===== config.mk =====
export PLATFORM = sky130hd
export DESIGN_NAME = serial_to_parallel_packer_flat
export DESIGN_NICKNAME = d
export VERILOG_FILES = /design/src/rtl/serial_to_parallel_packer_pkg.sv /design/src/rtl/serial_to_parallel_packer_if.sv /design/src/rtl/serial_to_parallel_packer_bit_counter.sv /design/src/rtl/serial_to_parallel_packer.sv /design/src/flat_wrapper.sv
export SDC_FILE = /design/constraint.sdc
export NUM_CORES = 1
export LEC_CHECK = 0
export ABC_AREA = 1
export CAP_MARGIN = 10
export CORE_MARGIN = 3
export CORE_UTILIZATION = 50
export CTS_BUF_LIST = sky130_fd_sc_hd__clkbuf_4
export DETAILED_ROUTE_END_ITERATION = 12
export PLACE_DENSITY = 0.76
export SETUP_SLACK_MARGIN = 0.02
export SLEW_MARGIN = 30
export SYNTH_ARGS = -nofsm -noshare
export SYNTH_HDL_FRONTEND = slang
export SYNTH_SLANG_ARGS = --single-unit

===== constraint.sdc =====
create_clock -name clk_i -period 1.66 [get_ports clk_i]
set_clock_uncertainty 0.05 [all_clocks]
set_input_delay 0.332 -clock clk_i [delete_from_list [all_inputs] [get_ports clk_i]]
set_output_delay 0.332 -clock clk_i [all_outputs]
set_load 0.05 [all_outputs]

===== src/rtl/serial_to_parallel_packer_pkg.sv =====
// ============================================================================
// Module  : serial_packer_pkg
// Brief   : Shared types and widths for the serial-to-parallel packer.
// Revision: 1.0
// ============================================================================
`default_nettype none

package serial_packer_pkg;

  typedef enum logic [0:0] {
    IDLE    = 1'b0,
    COLLECT = 1'b1
  } state_e;

  localparam int c_width_default = 16;

  // Length counter must represent WIDTH itself, hence the extra bit.
  localparam int CNT_W = $clog2(c_width_default) + 1;

  function automatic int cnt_width(input int width);
    return $clog2(width) + 1;
  endfunction

endpackage

`default_nettype wire


===== src/rtl/serial_to_parallel_packer_if.sv =====
// ============================================================================
// Module  : serial_to_parallel_packer_if
// Brief   : Serial input / parallel word output bundle of the packer.
// Revision: 1.0
// ============================================================================
`default_nettype none

interface serial_to_parallel_packer_if #(
  parameter int WIDTH = serial_packer_pkg::c_width_default
);

  logic                                            data_i;
  logic                                            data_val_i;
  logic                                            flush_i;
  logic [WIDTH-1:0]                                deser_data_o;
  logic                                            deser_data_val_o;
  logic [serial_packer_pkg::cnt_width(WIDTH)-1:0]  deser_len_o;
  logic                                            busy_o;

  modport master (
    output data_i, data_val_i, flush_i,
    input  deser_data_o, deser_data_val_o, deser_len_o, busy_o
  );

  modport slave (
    input  data_i, data_val_i, flush_i,
    output deser_data_o, deser_data_val_o, deser_len_o, busy_o
  );

endinterface

`default_nettype wire


===== src/rtl/serial_to_parallel_packer_bit_counter.sv =====
// ============================================================================
// Module  : serial_bit_counter
// Brief   : Accepted-bit counter, wraps after WIDTH bits, cleared by flush.
// Revision: 1.0
// ============================================================================
`default_nettype none

module serial_bit_counter
  import serial_packer_pkg::*;
#(
  parameter int WIDTH = c_width_default
) (
  input  logic                          clk_i,
  input  logic                          arst_n_i,
  input  logic                          accept_i,
  input  logic                          clear_i,
  output logic [cnt_width(WIDTH)-1:0]   count_o
);

  localparam int                 c_cnt_w = cnt_width(WIDTH);
  localparam logic [c_cnt_w-1:0] c_last  = c_cnt_w'(WIDTH - 1);

  logic [c_cnt_w-1:0] r_count;

  always_ff @(posedge clk_i or negedge arst_n_i) begin
    if (!arst_n_i) begin
      r_count <= '0;
    end else if (clear_i || (accept_i && (r_count == c_last))) begin
      r_count <= '0;
    end else if (accept_i) begin
      r_count <= r_count + 1'b1;
    end
  end

  assign count_o = r_count;

endmodule

`default_nettype wire


===== src/rtl/serial_to_parallel_packer.sv =====
// ============================================================================
// Module  : serial_to_parallel_packer
// Brief   : Packs a valid-qualified serial bit stream into WIDTH-bit words,
//           with flush of zero-padded partial words.
//           Define SERIAL_LSB_FIRST_EN for LSB-first bit placement.
// Revision: 1.0
// ============================================================================
`default_nettype none

module serial_to_parallel_packer
  import serial_packer_pkg::*;
#(
  parameter int WIDTH = c_width_default
) (
  input  logic                          clk_i,
  input  logic                          arst_n_i,
  serial_to_parallel_packer_if.slave    bus
);

  localparam int                 c_cnt_w = cnt_width(WIDTH);
  localparam int                 c_idx_w = (WIDTH > 1) ? $clog2(WIDTH) : 1;
  localparam logic [c_cnt_w-1:0] c_last  = c_cnt_w'(WIDTH - 1);

  state_e               r_state;
  logic [WIDTH-1:0]     r_shift;
  logic [WIDTH-1:0]     r_data;
  logic                 r_val;
  logic [c_cnt_w-1:0]   r_len;
  logic                 r_busy;

  logic [c_cnt_w-1:0]   w_count;
  logic [c_cnt_w-1:0]   w_count_inc;
  logic [c_idx_w-1:0]   w_idx;
  logic [WIDTH-1:0]     w_shift_ins;
  logic                 w_full;
  logic                 w_flush;
  logic                 w_emit;

  serial_bit_counter #(
    .WIDTH (WIDTH)
  ) u_bit_counter (
    .clk_i    (clk_i),
    .arst_n_i (arst_n_i),
    .accept_i (bus.data_val_i),
    .clear_i  (w_flush),
    .count_o  (w_count)
  );

  // Count including the bit offered this cycle doubles as the emitted length.
  assign w_count_inc = w_count + {{(c_cnt_w-1){1'b0}}, bus.data_val_i};

`ifdef SERIAL_LSB_FIRST_EN
  assign w_idx = c_idx_w'(w_count);
`else
  assign w_idx = c_idx_w'(c_last - w_count);
`endif

  always_comb begin
    w_shift_ins = r_shift;
    if (bus.data_val_i) begin
      w_shift_ins[w_idx] = bus.data_i;
    end
  end

  assign w_full  = bus.data_val_i && (w_count == c_last);
  assign w_flush = bus.flush_i && ((r_state == COLLECT) || bus.data_val_i);
  assign w_emit  = w_full || w_flush;

  always_ff @(posedge clk_i or negedge arst_n_i) begin
    if (!arst_n_i) begin
      r_state <= IDLE;
      r_shift <= '0;
      r_data  <= '0;
      r_val   <= 1'b0;
      r_len   <= '0;
      r_busy  <= 1'b0;
    end else begin
      r_val <= w_emit;
      if (w_emit) begin
        r_data  <= w_shift_ins;
        r_len   <= w_count_inc;
        r_shift <= '0;
        r_state <= IDLE;
        r_busy  <= 1'b0;
      end else if (bus.data_val_i) begin
        r_shift <= w_shift_ins;
        r_state <= COLLECT;
        r_busy  <= (w_count_inc != '0);
      end
    end
  end

  assign bus.deser_data_o     = r_data;
  assign bus.deser_data_val_o = r_val;
  assign bus.deser_len_o      = r_len;
  assign bus.busy_o           = r_busy;

endmodule

`default_nettype wire


===== src/flat_wrapper.sv =====
// flat-port wrapper written by rule: the top's interface ports become plain ports
module serial_to_parallel_packer_flat import serial_packer_pkg::*;
#(
  parameter int WIDTH = c_width_default
)
  (clk_i, arst_n_i, bus_data_i, bus_data_val_i, bus_flush_i, bus_deser_data_o, bus_deser_data_val_o, bus_deser_len_o, bus_busy_o);
  serial_to_parallel_packer_if #(.WIDTH(WIDTH)) bus_i ();
  input  logic clk_i;
  input  logic arst_n_i;
  input wire logic [$bits(bus_i.data_i)-1:0] bus_data_i;
  input wire logic [$bits(bus_i.data_val_i)-1:0] bus_data_val_i;
  input wire logic [$bits(bus_i.flush_i)-1:0] bus_flush_i;
  output wire logic [$bits(bus_i.deser_data_o)-1:0] bus_deser_data_o;
  output wire logic [$bits(bus_i.deser_data_val_o)-1:0] bus_deser_data_val_o;
  output wire logic [$bits(bus_i.deser_len_o)-1:0] bus_deser_len_o;
  output wire logic [$bits(bus_i.busy_o)-1:0] bus_busy_o;
  assign bus_i.data_i = bus_data_i;
  assign bus_i.data_val_i = bus_data_val_i;
  assign bus_i.flush_i = bus_flush_i;
  assign bus_deser_data_o = bus_i.deser_data_o;
  assign bus_deser_data_val_o = bus_i.deser_data_val_o;
  assign bus_deser_len_o = bus_i.deser_len_o;
  assign bus_busy_o = bus_i.busy_o;
  serial_to_parallel_packer #(.WIDTH(WIDTH)) u_core (.clk_i(clk_i), .arst_n_i(arst_n_i), .bus(bus_i));
endmodule

==> flow_summary.toml, run 1 <==
[finish]
final_cells = 319
layout_common_cells = "58 x nand2_1, 45 x dfrtp_1, 35 x nor2_1"
layout_commonest_cell = "nand2_1"
nets = 282
drive_above_1_share = 0.2620
n_fill_cell = 322
num_antenna_cells = 0
area_delta_synth_final_pct = 23.44
design_area_sq_um = 2517

[clock_tree]
cts_tree = "done"
cts.path.max_buffers = 2
clock_sinks = 45
cts_made_buffers = 5
root_buffer = "clkbuf_4"
htree_num_levels = 2
clkLatencyLatePin_ps = 350
post-cts-setup-buffers = 0
path_clk_slew_ps = 130

[place]
post-place-cells = 310
place_congestion = 0.8826
place_area_sq_um = 2416
hpwl_um = 2920
io_buffers = 27

[floorplanning]
die_height_um = 69.87
die_area_sq_um = 4881
core-area_sq_um = 3799
initial_core_util = 0.5369
chipWidth_um = 69.87
core.rowCount = 22
ioPinCount = 28

[power_and_ir_drop]
p_per_area_nw_per_um2 = 948.0
p_leak_nw = 1.228
ir_drop_mv = 0.7377

[sta]
fmax_mhz = 597.9
timing.final.ws_setup_ps = -12.48
setup_viol = 1
period_share = 1.008
maxSlewViolCount = 0
relSlewSlack = 0.6780
grt_setup_unrepaired = "yes"
finalHoldViolCount = 0
worst_pin_slew_ps = 483.1
fin_setup_tns_ps = -12.48
min_period_ps = 1672

[critical_path]
r2r_slack_ps = -10
start_kind = "flip-flop"
worstPathRequired_ps = 1850
path_max_fanout = 11
criticalPathCategory = "flip-flop to flip-flop"
worstPathArrival_ps = 1870
reg2reg_to = "u_core.bus.deser_len_o[2]"
endpoint_kind = "flip-flop"
r2r-start = "u_core.u_bit_counter.count_o[0]"
r2r_cells = 9

[job]
maxCapViolCount = 0

[detailed_routing]
viasPerCell = 5.022
dr.pass1.iters = 4
ant_nets = 0
drt-total-wl_um = 4037
wl_per_cell_um = 12.66
vias = 1602
drc = 0
drtIter0Drc = 96

[logic_synthesis]
synth_seq_cells = 45
synth_nets = 241
ys_types = 20
avgSynthCellArea_sq_um = 8.906
synth_warnings = 0
postSynthCellCount = 229
netlist_area_sq_um = 2039
synth_seq_area_share = 0.5521

[global_route]
grt_pass1_vias = 1574
antenna_found_initial = 0
grtUsageTotal = 0.1812
overflow = 0
grt_pass1_wl_um = 7031
grt_start_max_net_pins = 27

[run_status]
failed_checks = "setup timing"
status = "complete, but fails checks"

[worst_hold_path]
hp-class = "primary input to async pin"
[cells by family (layout without fill, tap and decap cells)]
family	count (synthesis)	count (layout)	synth area share
flip-flops	45	45	0.5521
AO/OA/AOI/OAI	37	37	0.1067
XOR/XNOR	2	2	0.008591
buffers and inverters	23	65	0.06074
AND/OR/NAND/NOR	115	115	0.2288
adder cells (fa/ha/maj)	7	7	0.04294
[report_power, final]
group	leakage (nW)	total [mW]	switching, mW	internal [mW]
clock network	0.0300	0.484	0.330	0.154
registers	0.611	1.23	0.0462	1.18
logic	0.587	0.673	0.452	0.221
[registers in the layout, indices dropped and copies added (netlist names)]
register                      count
u_core.bus.deser_data_o          16
u_core.r_shift                   16
u_core.bus.deser_len_o            5
u_core.u_bit_counter.count_o      5
u_core.bus.busy_o                 1
u_core.bus.deser_data_val_o       1
u_core.r_state                    1
[per-layer routing]
layer | global-route usage | up-vias | share of wire
met3 | 0.04604 | 12 | 0.047
li1 | - | 810 | -
met2 | 0.2760 | 38 | 0.45
met1 | 0.2423 | 742 | 0.48
met5 | 0 | - | 0
met4 | 0.08511 | 0 | 0.025
[cell usage after synthesis (all sizes together)]
master	n	area (sq um)
o21a	1	7.510
a21oi	1	16.27
buf	8	65.06
nor2	41	177.7
inv	14	55.06
o21ai	35	193.9
clkbuf	1	3.750
xor2	2	17.52
nand2	67	251.5
dfrtp	45	1126
nor3	1	5.000
nand4	2	12.51
nand3	4	20.02
ha	7	87.58
[worst max-delay path by stage]
stage                               startpoint                          end  slack (ps)  cells past startpoint
6_report       u_core.u_bit_counter.count_o[0]    u_core.bus.deser_len_o[2]         -10                      9
5_1_grt        u_core.u_bit_counter.count_o[1]           u_core.r_shift[14]         -70                      8
4_1_cts        u_core.u_bit_counter.count_o[1]    u_core.bus.deser_len_o[2]         -20                      9
3_5_place_dp                    bus_data_val_i            u_core.bus.busy_o        -240                      9
3_3_place_gp                    bus_data_val_i            u_core.bus.busy_o        -190                      9
2_1_floorplan  u_core.u_bit_counter.count_o[1]  u_core.bus.deser_data_o[11]         -30                     11
[through the flow]
stage | hold slack, ps | power, mW | setup slack (ps) | utilization
3_3_place_gp | 268.0 | 1.893 | -186.1 | 0.6360
5_1_grt | 429.4 | 2.524 | -71.53 | 0.6627
2_1_floorplan | -13.59 | 1.679 | -25.35 | -
4_1_cts | 409.3 | 2.385 | -18.87 | 0.6525
3_5_place_dp | 272.0 | 1.907 | -242.6 | 0.6360
6_report | 402.4 | 2.387 | -12.48 | 0.6627
[timing repair]
| action | CTS | global route |
|---|---|---|
| setup endpoints to repair | 4 | 44 |
| endpoints found under the hold margin | 19 | 0 |
| pin swaps | 0 | 2 |
| resized for setup | 3 | 24 |
| hold buffers | 1 | 0 |
[area by class of cell]
type,count,area (sq um),share of cell area
multi-input cells,161,829.5,0.3295
repair buffers,43,396.6,0.1576
clock inverters,3,12.51,0.004970
clock buffers,5,37.54,0.01491
inverters,14,55.05,0.02187
flip-flops and latches,45,1126,0.4473
well taps,48,60.06,0.02386
[critical path, cell delays in order, from the launching register on]
cell     delay [ps]
dfrtp_1         400
ha_2            190
inv_2            40
nor2_2          100
ha_2            190
a21oi_4          70
nor2_8          140
buf_4           200
nand3_1          80
o21a_1          110
No activity file was read; power rests on OpenSTA's default activity.
==> inputs of run 2 (changes only) <==
--- a/config.mk
+++ b/config.mk
@@ -7,10 +7,13 @@
 export LEC_CHECK = 0
 export ABC_AREA = 1
 export CAP_MARGIN = 10
+export CORE_ASPECT_RATIO = 0.5
 export CORE_MARGIN = 3
 export CORE_UTILIZATION = 50
 export CTS_BUF_LIST = sky130_fd_sc_hd__clkbuf_4
+export CTS_CLUSTER_SIZE = 20
 export DETAILED_ROUTE_END_ITERATION = 12
+export MAX_ROUTING_LAYER = met4
 export PLACE_DENSITY = 0.76
 export SETUP_SLACK_MARGIN = 0.02
 export SLEW_MARGIN = 30
==> flow_summary.toml, run 2 (synthesis results as in run 1) <==
[global_route]
grt_start_max_net_pins = 46
grt_pass1_wl_um = 7762
antenna_found_initial = 0
grt_pass1_vias = 1646
grtUsageTotal = 0.2156
overflow = 0

[critical_path]
cp_cell_sequence = "ha_2 -> inv_2 -> nor2_2 -> ha_2 -> a21oi_4 -> nor2_8 -> inv_4 -> buf_12 -> nand2_1 -> o21ai_1"
worstPathArrival_ps = 1870
start_kind = "flip-flop"
path_delay_family = "adder cells"
critical_path_depth = 10
path_max_fanout = 19
r2r_cells = 10
criticalPathCategory = "flip-flop to flip-flop"
max_stage_delay_ps = 380
slowest_stage = "dfrtp_1"
cpMostUsedCell = "ha_2"
worst-path-buf-inv = 3
endpoint_kind = "flip-flop"
worstPathRequired_ps = 1880

[power_and_ir_drop]
report.power.total_mw = 2.686
ir_drop_mv = 0.5690
p_leak_nw = 1.286
p_per_area_nw_per_um2 = 989.3

[sta]
min_period_ps = 1649
fmax_mhz = 606.2
grt_setup_unrepaired = "yes"
period_share = 0.9937
relSlewSlack = 0.7418
setup_viol = 0
whs_ps = 401.8
maxSlewViolCount = 0
finalHoldViolCount = 0
worst_pin_slew_ps = 383.3

[place]
place_congestion = 0.9299
hpwl_um = 2965
io_buffers = 27

[finish]
num_antenna_cells = 0
nets = 284
area_delta_synth_final_pct = 33.13
drive_above_1_share = 0.3004
layout_common_cells = "58 x nand2_1, 45 x dfrtp_1, 31 x nor2_1"
layout_commonest_cell = "nand2_1"

[floorplanning]
ioPinCount = 28
chipWidth_um = 96.32
die_height_um = 51.16
core.rowCount = 15
initial_core_util = 0.5573
die_area_sq_um = 4928
core-area_sq_um = 3660

[detailed_routing]
drtIter0Drc = 107
wl_per_cell_um = 13.37
vias = 1625
drt-total-wl_um = 4331
viasPerCell = 5.015
drc = 0
dr.pass1.iters = 4
ant_nets = 0

[clock_tree]
cts_made_buffers = 5
root_buffer = "clkbuf_4"
htree_num_levels = 2
cts_tree = "done"
cts.path.max_buffers = 2
clkLatencyLatePin_ps = 370
clock_sinks = 45
path_clk_slew_ps = 140

[worst_hold_path]
hp-class = "primary input to async pin"

[job]
maxCapViolCount = 0

[run_status]
status = "complete, no violations"
-- run 2: metal layers --
layer	routed length, um	track usage
met5	0	-
met4	65	0.08140
met3	207	0.04559
met2	1960	0.3154
met1	2098	0.2972
-- run 2: final cells by class --
| class | count | area, sq um |
|---|---|---|
| multi-input cells | 161 | 860.8 |
| repair buffers | 45 | 524.3 |
| fillers | 250 | 944.7 |
| flip-flops and latches | 45 | 1126 |
| well taps | 51 | 63.81 |
| clock buffers | 5 | 37.54 |
| inverters | 14 | 55.05 |
| clock inverters | 3 | 47.55 |
-- run 2: power breakdown --
| group | switching [mW] | internal (mW) | total (mW) |
|---|---|---|---|
| logic | 0.467 | 0.268 | 0.735 |
| registers | 0.0545 | 1.18 | 1.24 |
| clock network | 0.385 | 0.328 | 0.713 |
-- run 2: metrics by stage --
| stage | setup TNS [ps] | instance area [sq um] | utilization | setup slack (ps) | instances |
|---|---|---|---|---|---|
| detailed placement | -6340 | 2540 | 0.6940 | -242.4 | 314 |
| CTS | -203.2 | 2668 | 0.7289 | -18.13 | 323 |
| global placement | -3578 | 2540 | 0.6940 | -194.2 | 314 |
| finish | 0 | 2715 | 0.7419 | 10.50 | 324 |
| global route | -1065 | 2715 | 0.7419 | -65.85 | 324 |
| floorplan | -102.7 | 2042 | - | -25.35 | 229 |
-- run 2: final timing paths --
check,startpoint,to,slack (ps)
min in group clk_i,u_core.bus.deser_len_o[0],u_core.bus.deser_len_o[0],440
max in group asynchronous,arst_n_i,u_core.u_bit_counter.count_o[2],940
max reg2reg,u_core.u_bit_counter.count_o[0],u_core.bus.deser_data_o[10],10
min reg2reg,u_core.bus.deser_len_o[0],u_core.bus.deser_len_o[0],440
max,u_core.u_bit_counter.count_o[0],u_core.bus.deser_data_o[10],10
min,arst_n_i,u_core.bus.deser_data_o[6],400
-- run 2: timing repair --
action                                 CTS  global route
buffers inserted                         0             1
setup endpoints to repair               43            44
hold buffers                             1             0
endpoints found under the hold margin   45             0
gates resized for setup                 20            17
pin swaps                                4             4
-- run 2: tightest hold or removal path, delay by kind of cell --
family / cells / cell delay [ps]
buffers and inverters: 3 / 880
==> inputs of run 3 (changes only) <==
--- a/config.mk
+++ b/config.mk
@@ -15,6 +15,7 @@
 export DETAILED_ROUTE_END_ITERATION = 12
 export MAX_ROUTING_LAYER = met4
 export PLACE_DENSITY = 0.76
+export RECOVER_POWER = 50
 export SETUP_SLACK_MARGIN = 0.02
 export SLEW_MARGIN = 30
 export SYNTH_ARGS = -nofsm -noshare
==> constraint.sdc (replaced) <==
create_clock -name clk_i -period 1.66 [get_ports clk_i]
set_clock_uncertainty 0.05 [all_clocks]
set_input_delay 0.498 -clock clk_i [delete_from_list [all_inputs] [get_ports clk_i]]
set_output_delay 0.498 -clock clk_i [all_outputs]
set_load 0.05 [all_outputs]
==> flow_summary.toml, run 3 (synthesis results as in run 1) <==
[place]
hpwl_um = 3104
io_buffers = 27
place_area_sq_um = 2683
place_congestion = 0.9703
dp_slack_ps = -427.5

[finish]
utilization = 0.7891
num_antenna_cells = 0
n_fill_cell = 215
nets = 286
layout_common_cells = "61 x nand2_1, 45 x dfrtp_1, 34 x nor2_1"
design_area_sq_um = 2888
area_delta_synth_final_pct = 41.60
drive_above_1_share = 0.2836
layout_commonest_cell = "nand2_1"

[run_status]
status = "complete, but fails checks"
failed_checks = "setup timing"

[sta]
fmax_mhz = 572.9
worst_pin_slew_ps = 1092
maxSlewViolCount = 0
period_share = 1.051
setup_viol = 2
grt_setup_unrepaired = "yes"
min_period_ps = 1745
finalHoldViolCount = 0
timing.final.ws_setup_ps = -85.43
relSlewSlack = 0.2720

[global_route]
grtUsageTotal = 0.1970
grt_start_max_net_pins = 46
grt_pass1_vias = 1586
grt_pass1_wl_um = 7203
antenna_found_initial = 0
overflow = 0

[critical_path]
worstPathArrival_ps = 1950
max_stage_delay_ps = 420
endpoint_kind = "flip-flop"
cpMostUsedCell = "nand2_1"
start_kind = "flip-flop"
worstPathRequired_ps = 1860
path_max_fanout = 6
cp_cell_sequence = "buf_4 -> inv_1 -> ha_1 -> nand2_1 -> nor2_1 -> nand2_1 -> o21ai_0 -> o21ai_2"
criticalPathCategory = "flip-flop to flip-flop"
slowest_stage = "dfrtp_1"
r2r_slack_ps = -90

[detailed_routing]
drc = 0
ant_nets = 0
dr.pass1.iters = 5
drt-total-wl_um = 4978
viasPerCell = 5.294
vias = 1726
drtIter0Drc = 135
wl_per_cell_um = 15.27

[clock_tree]
cts_made_buffers = 5
cts_tree = "done"
path_clk_slew_ps = 150
hold_buffers = 0
clock_sinks = 45
clkLatencyLatePin_ps = 370
htree_num_levels = 2
cts.path.max_buffers = 2
root_buffer = "clkbuf_4"

[floorplanning]
initial_core_util = 0.5573
ioPinCount = 28
die_height_um = 51.16
die_area_sq_um = 4928
core-area_sq_um = 3660
chipWidth_um = 96.32
core.rowCount = 15

[job]
maxCapViolCount = 0

[power_and_ir_drop]
p_per_area_nw_per_um2 = 929.8
p_leak_nw = 1.350
report.power.total_mw = 2.685
ir_drop_mv = 0.5694

[worst_hold_path]
hp-class = "primary input to async pin"
## run 3: cell types whose count changed in the layout (fill, tap and decap cells not counted), moves of 2 or more
| cell | delta |
|---|---|
| nand2_1 | +3 |
| o21ai_1 | +2 |
| nor2_1 | +3 |
| nand2_2 | -4 |
| nor2_2 | -4 |
| buf_12 | +11 |
| buf_4 | -12 |
| clkbuf_16 | +3 |
## run 3: where the power goes
group	leakage, nW	switching [mW]	internal, mW
clock	0.0332	0.384	0.169
sequential	0.611	0.0792	1.18
combinational	0.706	0.489	0.380
## run 3: routing by layer
metal / global-route usage / routed length, um / vias up
li1: - / - / 812
met1: 0.2600 / 2241 / 847
met2: 0.3040 / 2380 / 63
met3: 0.05294 / 328 / 4
met4: 0.05349 / 28 / 0
met5: - / 0 / -
## run 3: final timing paths
check                                                start                     endpoint  depth (start not counted)
max                        u_core.u_bit_counter.count_o[1]  u_core.bus.deser_data_o[14]                          8
min                                               arst_n_i  u_core.bus.deser_data_o[10]                          2
max reg2reg                u_core.u_bit_counter.count_o[1]  u_core.bus.deser_data_o[14]                          8
min reg2reg                      u_core.bus.deser_len_o[3]    u_core.bus.deser_len_o[3]                          2
max in group asynchronous                         arst_n_i    u_core.bus.deser_len_o[2]                          2
min in group clk_i               u_core.bus.deser_len_o[3]    u_core.bus.deser_len_o[3]                          2
## run 3: final cells by class
cell class	count	area, sq um	share of cell area
flip-flops and latches	45	1126	0.3899
inverters	14	57.56	0.01993
clock buffers	5	37.54	0.01300
multi-input cells	161	854.6	0.2959
clock inverters	3	21.27	0.007366
repair buffers	47	726.9	0.2517
well taps	51	63.81	0.02210
## run 3: worst max-delay path, delay by kind of cell (launching register included)
family	cells	cell delay (ps)
DFF	1	420
and+or+nand+nor	3	470
buffers and inverters	2	280
adders and majority gates	1	180
AOI/OAI and AO/OA	2	240
## run 3: through the flow
stage,setup TNS (ps),cells,hold WS (ps)
6_report,-161.2,326,350.8
3_5_place_dp,-12730,313,447.4
2_1_floorplan,-102.7,229,152.4
5_1_grt,-1309,326,417.0
4_1_cts,-19.59,322,37.40
3_3_place_gp,-11180,313,439.5
## run 3: repair_timing
item,4_1_cts,5_1_grt
pin swaps,1,4
setup buffers,1,1
gates resized for setup,16,21
setup endpoints to repair,38,44
cloned,0,3
